<file path="src/rtl/uart_rx_word_packer.sv">
// uart_rx_word_packer
// Receives 8N1 UART frames, packs four bytes little-endian into a 32-bit
// word and buffers completed words in a single-clock FIFO that the consumer
// drains with a req/ack + read-enable handshake.
module uart_rx_word_packer #(
    parameter int CLK_FRE           = 50,
    parameter int BAUD_RATE         = 115200,
    parameter int FIFO_DEPTH        = 16,
    parameter int IDLE_TIMEOUT_BITS = 20
) (
    input  logic                          sys_clk,
    input  logic                          rst_n,
    input  logic                          uart_rx,
    input  logic                          read_req,
    output logic                          read_req_ack,
    input  logic                          read_en,
    output logic [31:0]                   read_data,
    output logic                          read_data_valid,
    output logic [$clog2(FIFO_DEPTH):0]   word_count,
    output logic                          frame_err,
    output logic                          overflow,
    output logic                          partial_drop
);

    localparam int CYCLE_PER_BIT = CLK_FRE * 1000000 / BAUD_RATE;
    localparam int HALF_BIT      = CYCLE_PER_BIT / 2;
    localparam int CLK_CNT_W     = $clog2(CYCLE_PER_BIT);
    localparam int IDLE_LIMIT    = IDLE_TIMEOUT_BITS * CYCLE_PER_BIT;
    localparam int IDLE_CNT_W    = $clog2(IDLE_LIMIT + 1);
    localparam int ADDR_W        = $clog2(FIFO_DEPTH);
    localparam int CNT_W         = ADDR_W + 1;

    localparam logic [CLK_CNT_W-1:0]  HALF_END = CLK_CNT_W'(HALF_BIT - 1);
    localparam logic [CLK_CNT_W-1:0]  BIT_END  = CLK_CNT_W'(CYCLE_PER_BIT - 1);
    localparam logic [IDLE_CNT_W-1:0] IDLE_END = IDLE_CNT_W'(IDLE_LIMIT - 1);
    localparam logic [CNT_W-1:0]      FULL_CNT = CNT_W'(FIFO_DEPTH);

    typedef enum logic [1:0] {
        ST_IDLE  = 2'd0,
        ST_START = 2'd1,
        ST_DATA  = 2'd2,
        ST_STOP  = 2'd3
    } rx_state_t;

    // ------------------------------------------------------------------
    // Input synchroniser and falling-edge detect
    // ------------------------------------------------------------------
    logic rx_meta_r;
    logic rx_sync_r;
    logic rx_prev_r;
    logic fall_s;

    // Two-flop synchroniser plus one history flop; all reset to line idle (1).
    always_ff @(posedge sys_clk or negedge rst_n) begin
        if (!rst_n) begin
            rx_meta_r <= 1'b1;
            rx_sync_r <= 1'b1;
            rx_prev_r <= 1'b1;
        end else begin
            rx_meta_r <= uart_rx;
            rx_sync_r <= rx_meta_r;
            rx_prev_r <= rx_sync_r;
        end
    end

    assign fall_s = rx_prev_r & ~rx_sync_r;

    // ------------------------------------------------------------------
    // Receive FSM
    // ------------------------------------------------------------------
    rx_state_t             state_r;
    rx_state_t             state_nxt_s;
    logic [CLK_CNT_W-1:0]  clk_cnt_r;
    logic [CLK_CNT_W-1:0]  clk_cnt_nxt_s;
    logic [2:0]            bit_idx_r;
    logic [2:0]            bit_idx_nxt_s;
    logic [7:0]            shift_r;
    logic [7:0]            shift_nxt_s;
    logic                  byte_ok_s;
    logic                  byte_bad_s;

    // Receive FSM state and bit-timing registers.
    always_ff @(posedge sys_clk or negedge rst_n) begin
        if (!rst_n) begin
            state_r   <= ST_IDLE;
            clk_cnt_r <= '0;
            bit_idx_r <= 3'd0;
            shift_r   <= 8'h00;
        end else begin
            state_r   <= state_nxt_s;
            clk_cnt_r <= clk_cnt_nxt_s;
            bit_idx_r <= bit_idx_nxt_s;
            shift_r   <= shift_nxt_s;
        end
    end

    // Next-state logic: start-bit validation at half bit, data/stop sampling at bit centres.
    always_comb begin
        state_nxt_s   = state_r;
        clk_cnt_nxt_s = clk_cnt_r;
        bit_idx_nxt_s = bit_idx_r;
        shift_nxt_s   = shift_r;
        byte_ok_s     = 1'b0;
        byte_bad_s    = 1'b0;
        case (state_r)
            ST_IDLE: begin
                if (fall_s) begin
                    state_nxt_s   = ST_START;
                    clk_cnt_nxt_s = '0;
                    bit_idx_nxt_s = 3'd0;
                end else begin
                    state_nxt_s   = ST_IDLE;
                end
            end
            ST_START: begin
                if (clk_cnt_r == HALF_END) begin
                    clk_cnt_nxt_s = '0;
                    if (rx_sync_r == 1'b0) begin
                        state_nxt_s = ST_DATA;
                    end else begin
                        // Line went back high before mid start bit: treat as noise.
                        state_nxt_s = ST_IDLE;
                    end
                end else begin
                    clk_cnt_nxt_s = clk_cnt_r + CLK_CNT_W'(1);
                end
            end
            ST_DATA: begin
                if (clk_cnt_r == BIT_END) begin
                    clk_cnt_nxt_s = '0;
                    shift_nxt_s   = {rx_sync_r, shift_r[7:1]};
                    bit_idx_nxt_s = bit_idx_r + 3'd1;
                    if (bit_idx_r == 3'd7) begin
                        state_nxt_s = ST_STOP;
                    end else begin
                        state_nxt_s = ST_DATA;
                    end
                end else begin
                    clk_cnt_nxt_s = clk_cnt_r + CLK_CNT_W'(1);
                end
            end
            ST_STOP: begin
                if (clk_cnt_r == BIT_END) begin
                    // Leave STOP in the sampling cycle so a back-to-back start bit is caught.
                    clk_cnt_nxt_s = '0;
                    state_nxt_s   = ST_IDLE;
                    if (rx_sync_r == 1'b1) begin
                        byte_ok_s = 1'b1;
                    end else begin
                        byte_bad_s = 1'b1;
                    end
                end else begin
                    clk_cnt_nxt_s = clk_cnt_r + CLK_CNT_W'(1);
                end
            end
            default: begin
                state_nxt_s   = ST_IDLE;
                clk_cnt_nxt_s = '0;
                bit_idx_nxt_s = 3'd0;
            end
        endcase
    end

    // ------------------------------------------------------------------
    // Partial-word idle timeout
    // ------------------------------------------------------------------
    logic [1:0]            byte_cnt_r;
    logic [IDLE_CNT_W-1:0] idle_cnt_r;
    logic                  idle_run_s;
    logic                  timeout_s;

    assign idle_run_s = (state_r == ST_IDLE) && (byte_cnt_r != 2'd0) && !fall_s;
    assign timeout_s  = idle_run_s && (idle_cnt_r == IDLE_END);

    // Idle counter: only runs while a partial word waits for more bytes.
    always_ff @(posedge sys_clk or negedge rst_n) begin
        if (!rst_n) begin
            idle_cnt_r <= '0;
        end else if (idle_run_s && !timeout_s) begin
            idle_cnt_r <= idle_cnt_r + IDLE_CNT_W'(1);
        end else begin
            idle_cnt_r <= '0;
        end
    end

    // ------------------------------------------------------------------
    // Byte packing and status pulses
    // ------------------------------------------------------------------
    logic [31:0] word_r;
    logic        push_r;
    logic        frame_err_r;
    logic        partial_drop_r;

    // Little-endian packing; framing errors and timeouts restart word alignment.
    always_ff @(posedge sys_clk or negedge rst_n) begin
        if (!rst_n) begin
            byte_cnt_r     <= 2'd0;
            word_r         <= 32'h0000_0000;
            push_r         <= 1'b0;
            frame_err_r    <= 1'b0;
            partial_drop_r <= 1'b0;
        end else begin
            push_r         <= 1'b0;
            frame_err_r    <= 1'b0;
            partial_drop_r <= 1'b0;
            if (byte_ok_s) begin
                word_r[{byte_cnt_r, 3'b000} +: 8] <= shift_r;
                if (byte_cnt_r == 2'd3) begin
                    push_r     <= 1'b1;
                    byte_cnt_r <= 2'd0;
                end else begin
                    byte_cnt_r <= byte_cnt_r + 2'd1;
                end
            end else if (byte_bad_s) begin
                frame_err_r <= 1'b1;
                byte_cnt_r  <= 2'd0;
            end else if (timeout_s) begin
                partial_drop_r <= 1'b1;
                byte_cnt_r     <= 2'd0;
            end else begin
                byte_cnt_r <= byte_cnt_r;
            end
        end
    end

    // ------------------------------------------------------------------
    // Word FIFO and read side
    // ------------------------------------------------------------------
    logic [31:0]       mem_r [FIFO_DEPTH];
    logic [ADDR_W-1:0] wr_ptr_r;
    logic [ADDR_W-1:0] rd_ptr_r;
    logic [CNT_W-1:0]  count_r;
    logic              pop_s;
    logic              push_ok_s;
    logic              overflow_r;
    logic              ack_r;
    logic [31:0]       read_data_r;
    logic              read_valid_r;

    // A full FIFO still takes a push when a pop frees the slot in the same cycle.
    assign pop_s     = read_en && (count_r != '0);
    assign push_ok_s = push_r && ((count_r < FULL_CNT) || pop_s);

    // Storage array; contents need no reset because pointers define validity.
    always_ff @(posedge sys_clk) begin
        if (push_ok_s) begin
            mem_r[wr_ptr_r] <= word_r;
        end
    end

    // Pointers, occupancy, handshake and registered read outputs.
    always_ff @(posedge sys_clk or negedge rst_n) begin
        if (!rst_n) begin
            wr_ptr_r     <= '0;
            rd_ptr_r     <= '0;
            count_r      <= '0;
            overflow_r   <= 1'b0;
            ack_r        <= 1'b0;
            read_data_r  <= 32'h0000_0000;
            read_valid_r <= 1'b0;
        end else begin
            overflow_r   <= push_r && !push_ok_s;
            ack_r        <= read_req && (count_r != '0);
            read_valid_r <= pop_s;
            if (push_ok_s) begin
                wr_ptr_r <= wr_ptr_r + ADDR_W'(1);
            end else begin
                wr_ptr_r <= wr_ptr_r;
            end
            if (pop_s) begin
                rd_ptr_r    <= rd_ptr_r + ADDR_W'(1);
                read_data_r <= mem_r[rd_ptr_r];
            end else begin
                rd_ptr_r    <= rd_ptr_r;
                read_data_r <= read_data_r;
            end
            case ({push_ok_s, pop_s})
                2'b10:   count_r <= count_r + CNT_W'(1);
                2'b01:   count_r <= count_r - CNT_W'(1);
                default: count_r <= count_r;
            endcase
        end
    end

    assign read_req_ack    = ack_r;
    assign read_data       = read_data_r;
    assign read_data_valid = read_valid_r;
    assign word_count      = count_r;
    assign frame_err       = frame_err_r;
    assign overflow        = overflow_r;
    assign partial_drop    = partial_drop_r;

endmodule

</file>
<file path="config.mk">
export PLATFORM = sky130hd
export DESIGN_NAME = uart_rx_word_packer
export DESIGN_NICKNAME = d
export VERILOG_FILES = /design/src/rtl/uart_rx_word_packer.sv
export SDC_FILE = /design/constraint.sdc
export NUM_CORES = 1
export LEC_CHECK = 0
export BUFFER_PORTS_ARGS = -buffer_cell sky130_fd_sc_hd__buf_4
export CAP_MARGIN = 20
export CORE_ASPECT_RATIO = 1.1
export CORE_MARGIN = 4
export CORE_UTILIZATION = 30
export DETAILED_ROUTE_END_ITERATION = 7
export GPL_TIMING_DRIVEN = 0
export PLACE_DENSITY = 0.52
export SLEW_MARGIN = 5
export SYNTH_ARGS = -nofsm -noshare
export SYNTH_HDL_FRONTEND = slang
export SYNTH_SLANG_ARGS = --single-unit
</file>
<file path="constraint.sdc">
create_clock -name sys_clk -period 4.1 [get_ports sys_clk]
set_input_delay 0.615 -clock sys_clk [delete_from_list [all_inputs] [get_ports sys_clk]]
set_output_delay 0.615 -clock sys_clk [all_outputs]
set_load 0.02 [all_outputs]
</file>
### After elaboration in Yosys (flattened, before gate mapping)

Memories as Yosys holds them, arrays and structs flattened. A register that Yosys moved wholly into a read port is not among the register bits.
Cells that the tools add are included.

| storage, ports and cells | value |
|---|---|
| register bits after elaboration | 92 |
| memory bits (writable) | 512 |
| input bits | 5 |
| output and inout bits | 42 |
| logic and storage cells | 107 |
| memories kept | 1 |

Memory list:

| memory | depth | width | read ports | clocked after memory_dff | wr ports | RTL line | RTL |
|---|---|---|---|---|---|---|---|
| mem_r | 16 | 32 | 1 | 1 | 1 | 229 | `logic [31:0] mem_r [FIFO_DEPTH];` |

| operators by class | value |
|---|---|
| $add $sub $neg | 9 |
| order comparisons | 1 |
| equal/unequal tests | 14 |
| shift operators | 2 |
| mux-type cells | 36 |
| bitwise logic cells | 2 |
| reductions and logical operators | 23 |

Operators by type and width:

| kind | count |
|---|---|
| 32-bit bitwise mux | 1 |
| 8-bit by 7-bit variable shift with 32-bit output (first input constant) | 1 |
| 8-bit by 7-bit indexed part select with 32-bit output | 1 |
| 9-bit two-way mux | 3 |
| 9-bit case mux with 3 select lines | 1 |
| 1-bit two-way mux | 17 |
| 2-bit two-way mux | 8 |
| 14-bit by 1-bit adder with 14-bit output (second input constant) | 1 |
| 14-bit == test (second input constant) | 1 |
| 14-bit two-way mux | 1 |
| 5-bit case mux with 2 select lines | 1 |
| 9-bit by 1-bit adder with 9-bit output (second input constant) | 1 |
| 9-bit by 8-bit == test with 1-bit output (second input constant) | 1 |
| 9-bit == test (second input constant) | 1 |
| 4-bit by 1-bit adder with 4-bit output (second input constant) | 2 |
| 2-bit == test (second input constant) | 4 |
| 1-bit logical AND | 8 |
| 2-bit inequality test (second input constant) | 4 |
| 2-bit case mux with 4 select lines | 1 |
| 5-bit negation with 7-bit output | 1 |
| 3-bit two-way mux | 2 |
| 3-bit case mux with 2 select lines | 1 |
| 3-bit AND reduction | 2 |
| 2-bit nonzero test | 3 |
| other kinds (16) | 20 |

### Logic depth before layout (Yosys ltp)

| logic depth | value |
|---|---|
| word-level depth | 8 |
| depth in mapped cells | 12 |
| mapped depth without buffers | 10 |

### Least setup slack after synthesis

OpenSTA, ideal clock, no wires.

| timing path | value |
|---|---|
| path type | input to register |
| start | input read_en |
| end | memory mem_r[0][0], enable pin |
| library setup time | 502 ps |
| arrival time | 4240 ps |
| data required time | 3598 ps |
| path slack | -642 ps |
| cell stages on the path | 5 |
| path through | nand2b_1 > and2_1 > clkbuf_1 > inv_2 > nor4_1 |

| between the ends | value |
|---|---|
| word-level cells in the longest chain between the ends | 5 |

Ends and longest elaborated chain:

| what | RTL line | RTL |
|---|---|---|
| start: declaration | 16 | `input logic read_en,` |
| 1-bit logical AND | 241 | `assign pop_s = read_en && (count_r != '0);` |
| 1-bit logical OR | 242 | `assign push_ok_s = push_r && ((count_r < FULL_CNT) \|\| pop_s);` |
| 1-bit logical AND | 242 |  |
| 1-bit two-way mux | 246 | `if (push_ok_s) begin` |
| 1-bit two-way mux (implied by the code) | 247 | `mem_r[wr_ptr_r] <= word_r;` |
| end: declaration | 229 |  |

Every way passes these cells.

### Final worst setup path

| timing path | value |
|---|---|
| start | register count_r[2] (netlist: word_count[2]) |
| end | register count_r[4] (netlist: word_count[4]) |

| between the ends | value |
|---|---|
| word-level cells in the longest chain between the ends | 6 |

Ends and longest elaborated chain:

| what | RTL line | RTL |
|---|---|---|
| start: declaration | 232 | `logic [CNT_W-1:0] count_r;` |
| start signal: assignment | 278 | `2'b10: count_r <= count_r + CNT_W'(1);` |
| start signal: assignment | 279 | `2'b01: count_r <= count_r - CNT_W'(1);` |
| start signal: assignment | 280 | `default: count_r <= count_r;` |
| 5-bit nonzero test (*) | 241 |  |
| 1-bit logical AND (*) | 241 |  |
| net pop_s | 233 | `logic pop_s;` |
| 1-bit logical OR | 242 |  |
| 1-bit logical AND | 242 |  |
| 2-bit by 1-bit == test with 1-bit output or 2-bit == test (tied branches) | 277 | `case ({push_ok_s, pop_s})` |
| 5-bit case mux with 2 select lines or 2-bit nonzero test (tied branches) | n/a |  |

The timed path passes the listed nets; every way through them passes the cells marked *.
A chain may end at the register's enable or synchronous reset.

==> impl_metrics.tcl <==
set metrics [dict create \
    status "completed" \
    setup.reg_to_reg.worst_slack_ns 0.37 \
    die_area_um2 88300 \
    share_of_layout_cells_above_drive_strength_1_pct 29.5 \
    cts_buffer_depth 3 \
    firstDrtPassIters 5 \
    drt-vias-per-instance 4.93 \
    pwr-share-comb_pct 20.4 \
    detail_route.iter0.violations 959 \
    count_of_vias_placed_by_the_detailed_router 12600 \
    insertion_delay_ns 0.60 \
    cts_resized 0 \
    cp.arrival_ns 4.21 \
    layoutNonFillerInstCount 2558 \
    worst_setup_path_startpoint "word_count[2]" \
    grt_pass1_wl_mm 90.2 \
    cts_tree "done" \
    ctsHoldBuffers 0 \
    clock.fmax_mhz 268 \
    floorplan.io_pins 47 \
    critPathSlowestCell "sky130_fd_sc_hd__clkbuf_1" \
    critical-path-max-stage-delay_ns 0.76 \
    post_synth.cell_area_avg_um2 19.5 \
    synth_cells 1286 \
    vdd.ir_drop.worst_mv 0.354 \
    reported_max_cap_violation_count 0 \
    timing.setup.critical_path_class "reg -> reg" \
    drc_errors 0 \
    detailedPlacementHpwl_mm 38.9 \
    synth_async_sr_flop_share_pct 19.5 \
    cts_htree_levels 3 \
    pwr-share-clk_pct 35.6 \
    postCtsSetupBuffers 0 \
    number_of_enable_flip_flop_cells_after_synthesis 512 \
    rr_startpoint "word_count[2]" \
    routedWlPerCell_um 23.6 \
    powerDensity_nw_per_um2 573 \
    cts_buffers 67 \
    relSlewSlack_pct 23.8 \
    die_height_um 311 \
    timing.final.crit_period_ns 3.73 \
    worst_setup_path_start_kind "register" \
    hold_slack_ns 0.0386 \
    grt_antenna_before_repair 1 \
    path_max_fanout 12 \
    dpl_cell_area_um2 27300 \
    timing_hold_violations_final 0 \
    first_global_vias 13500 \
    synth.yosys.seq_area_share_pct 73.7 \
    power_leakage_nw 11.6 \
    globalRoute.totalOverflow 0 \
    syn-cell-area_um2 25100 \
    synthesis_stage_register_bit_count 636 \
    placementRows 110 \
    sw_frac_of_total_pct 28.9 \
    cts_sinks 636 \
    port-buffer-count 46 \
    setup_slack_ns 0.366 \
    clock-skew-final_ns 0.0216 \
    layout.nets 1465 \
    cell_chain_of_the_critical_path "or2_2 -> o21a_1 -> clkbuf_1 -> clkbuf_1 -> ha_1 -> clkbuf_1 -> xor2_1 -> ha_1 -> o211a_1 -> o31ai_1 -> a31oi_1 -> xor2_1" \
    grt.total_usage_pct 13.7 \
    detail-route-antenna-nets 0 \
    path_clk_slew_ns 0.06 \
    finish.utilization_pct 35.8 \
    switching_power_mw 4.87 \
    sequential_cell_area_um2 18500 \
    ys_types 57 \
    finalSetupViolCount 0 \
    grt_max_degree 67 \
    yosysWarningCount 0 \
    worst_pin_slew_ns 1.14 \
    gp_congestion 0.734 \
    start_util_pct 30.5 \
    drt_wl_total_mm 60.3 \
    internal_power_mw 12.0 \
    timing.final.max_slew_violations 0 \
    dp_slack_ns 0.393 \
    layout.cell_area.non_filler_um2 29500 \
    areaGrowthSynthToFinish_pct 17.5 \
    insertedDiodeCount 0 \
    rsz0062_at_grt "no" \
    post-place-cells 2434 \
    worst_setup_path_end_kind "register" \
    fp.dieW_um 284 \
    coreArea_um2 82300 \
    multiInputGateArea_um2 6190 \
    clock_tree.root_cell "sky130_fd_sc_hd__clkbuf_16" \
    hp-class "in -> async" \
    mappedNetlistNets 1312 \
    worstPathRequired_ns 4.58 \
    fin_crit_sh_pct 91.1 \
    fillers 7660 \
    ys_dominant_reg_cell "sky130_fd_sc_hd__edfxtp_1" \
    worst_r2r_path_depth 12 \
    crit_top_cell "sky130_fd_sc_hd__clkbuf_1" \
    power.sequential.fraction_pct 44.0 \
]
==> metrics by stage <==
step	power, mW	setup TNS [ns]
after floorplan	9.70	-82.14
after global placement	11.1	-764.13
after detailed placement	11.1	0
after CTS	17.1	0
after global routing	17.6	0
final	16.9	0
==> final cells by class <==
type | count | share of cell area [%]
plain buffers | 70 | 1.37
clock buffers | 98 | 6.57
clock inverters | 26 | 0.849
inverters | 17 | 0.217
multi-input cells | 563 | 21.0
flip-flops and latches | 636 | 62.7
well taps | 1064 | 4.52
repair buffers | 84 | 2.73
==> per-layer routing <==
metal	vias up	GRT usage (%)	share of wire, %
met5	-	0	0
met4	0	3.98	2.4
met3	95	2.18	4.3
met2	287	23.2	50
met1	6714	18.3	43
li1	5523	-	-
==> power groups by stage <==
stage | Combinational (mW) | Sequential [mW] | Clock, mW
floorplan | 2.01 | 7.69 | 0
global placement | 3.51 | 7.57 | 0
detailed placement | 3.53 | 7.57 | 0
CTS | 3.54 | 7.44 | 6.14
global route | 3.72 | 7.46 | 6.43
finish | 3.44 | 7.43 | 6.01
==> worst paths after layout <==
kind                                  to
max                        word_count[4]
min                        idle_cnt_r[0]
max reg2reg                word_count[4]
min reg2reg                    rx_sync_r
max in group asynchronous  read_data[18]
min in group sys_clk           rx_meta_r
==> layout by cell type (no fill, tap or decap), types with 6 or more instances in the layout <==
cell type and count:
sky130_fd_sc_hd__o21ai_0 8, sky130_fd_sc_hd__and2_2 8, sky130_fd_sc_hd__ha_1 21, sky130_fd_sc_hd__buf_12 13, sky130_fd_sc_hd__o21a_1 6, sky130_fd_sc_hd__nand3_1 12
sky130_fd_sc_hd__dfrtp_1 121, sky130_fd_sc_hd__clkbuf_1 49, sky130_fd_sc_hd__nor3_1 9, sky130_fd_sc_hd__nand2_1 37, sky130_fd_sc_hd__buf_2 22, sky130_fd_sc_hd__buf_4 79
sky130_fd_sc_hd__xnor2_1 14, sky130_fd_sc_hd__o22ai_2 28, sky130_fd_sc_hd__nand4_1 37, sky130_fd_sc_hd__a21oi_1 38, sky130_fd_sc_hd__a21bo_1 32, sky130_fd_sc_hd__o22ai_1 40
sky130_fd_sc_hd__clkbuf_8 8, sky130_fd_sc_hd__xor2_1 10, sky130_fd_sc_hd__buf_6 8, sky130_fd_sc_hd__clkbuf_16 70, sky130_fd_sc_hd__mux2_2 38, sky130_fd_sc_hd__clkinv_2 7
sky130_fd_sc_hd__edfxtp_1 512, sky130_fd_sc_hd__nor2_1 25, sky130_fd_sc_hd__nand2b_1 6, sky130_fd_sc_hd__mux4_2 128, sky130_fd_sc_hd__inv_1 16
==> cells by family after synthesis <==
group                    Yosys count  synth area share [%]
AND/OR/NAND/NOR                  182                  3.98
XOR/XNOR                          24                 0.838
flip-flops                       636                  73.7
multiplexers                     170                  13.4
buffers and inverters             87                  1.87
adder cells (fa/ha/maj)           21                  1.05
AO/OA/AOI/OAI                    166                  5.19
==> sequential cells by signal, indices dropped and copies added (netlist names), 2 cells and up, named ones only <==
name / count
read_data: 32
idle_cnt_r: 14
clk_cnt_r: 9
mem_r: 512
word_r: 32
bit_idx_r: 3
wr_ptr_r: 4
rd_ptr_r: 4
shift_r: 8
byte_cnt_r: 2
word_count: 5
==> worst max-delay path: cells and delay by family, from the launching register on <==
kind	cells	cell delay, ns
xor+xnor	2	0.29
fa+ha+maj	2	0.54
buf+inv	3	1.47
flops	1	0.46
compound gates	4	0.65
simple gates	1	0.22
==> synthesized netlist by cell type (2+ instances only) <==
cell type / number / area (um2)
sky130_fd_sc_hd__o21ai_0: 8 / 40.0
sky130_fd_sc_hd__mux2_2: 38 / 428
sky130_fd_sc_hd__or3_1: 2 / 12.5
sky130_fd_sc_hd__o21ai_1: 4 / 20.0
sky130_fd_sc_hd__edfxtp_1: 512 / 15400
sky130_fd_sc_hd__mux2_1: 4 / 45.0
sky130_fd_sc_hd__o22ai_1: 40 / 250
sky130_fd_sc_hd__mux4_2: 128 / 2880
sky130_fd_sc_hd__nand3b_1: 2 / 15.0
sky130_fd_sc_hd__dfstp_2: 3 / 78.8
sky130_fd_sc_hd__or2_2: 2 / 12.5
sky130_fd_sc_hd__nor4_1: 6 / 37.5
sky130_fd_sc_hd__and4b_1: 3 / 30.0
sky130_fd_sc_hd__nor2_1: 29 / 109
sky130_fd_sc_hd__nor4b_1: 2 / 17.5
sky130_fd_sc_hd__nor3b_1: 5 / 37.5
sky130_fd_sc_hd__buf_6: 7 / 78.8
sky130_fd_sc_hd__ha_1: 21 / 263
sky130_fd_sc_hd__buf_2: 22 / 110
sky130_fd_sc_hd__nand2b_1: 6 / 37.5
sky130_fd_sc_hd__o22ai_2: 28 / 350
sky130_fd_sc_hd__nor4bb_1: 2 / 20.0
sky130_fd_sc_hd__xnor2_1: 14 / 123
sky130_fd_sc_hd__and2_1: 13 / 81.3
sky130_fd_sc_hd__o21a_1: 6 / 45.0
sky130_fd_sc_hd__xor2_1: 10 / 87.6
sky130_fd_sc_hd__nor2b_1: 4 / 25.0
sky130_fd_sc_hd__dfrtp_1: 121 / 3030
sky130_fd_sc_hd__a21bo_1: 32 / 320
sky130_fd_sc_hd__nand2_1: 37 / 139
sky130_fd_sc_hd__nor3_1: 9 / 45.0
sky130_fd_sc_hd__inv_1: 16 / 60.1
sky130_fd_sc_hd__a32oi_1: 2 / 17.5
sky130_fd_sc_hd__clkbuf_1: 29 / 109
sky130_fd_sc_hd__and3_1: 5 / 31.3
sky130_fd_sc_hd__a21oi_1: 38 / 190
sky130_fd_sc_hd__nand4_1: 37 / 231
sky130_fd_sc_hd__buf_4: 9 / 67.6
sky130_fd_sc_hd__nand3_1: 12 / 60.1
Power figures use the tool's default switching activity.
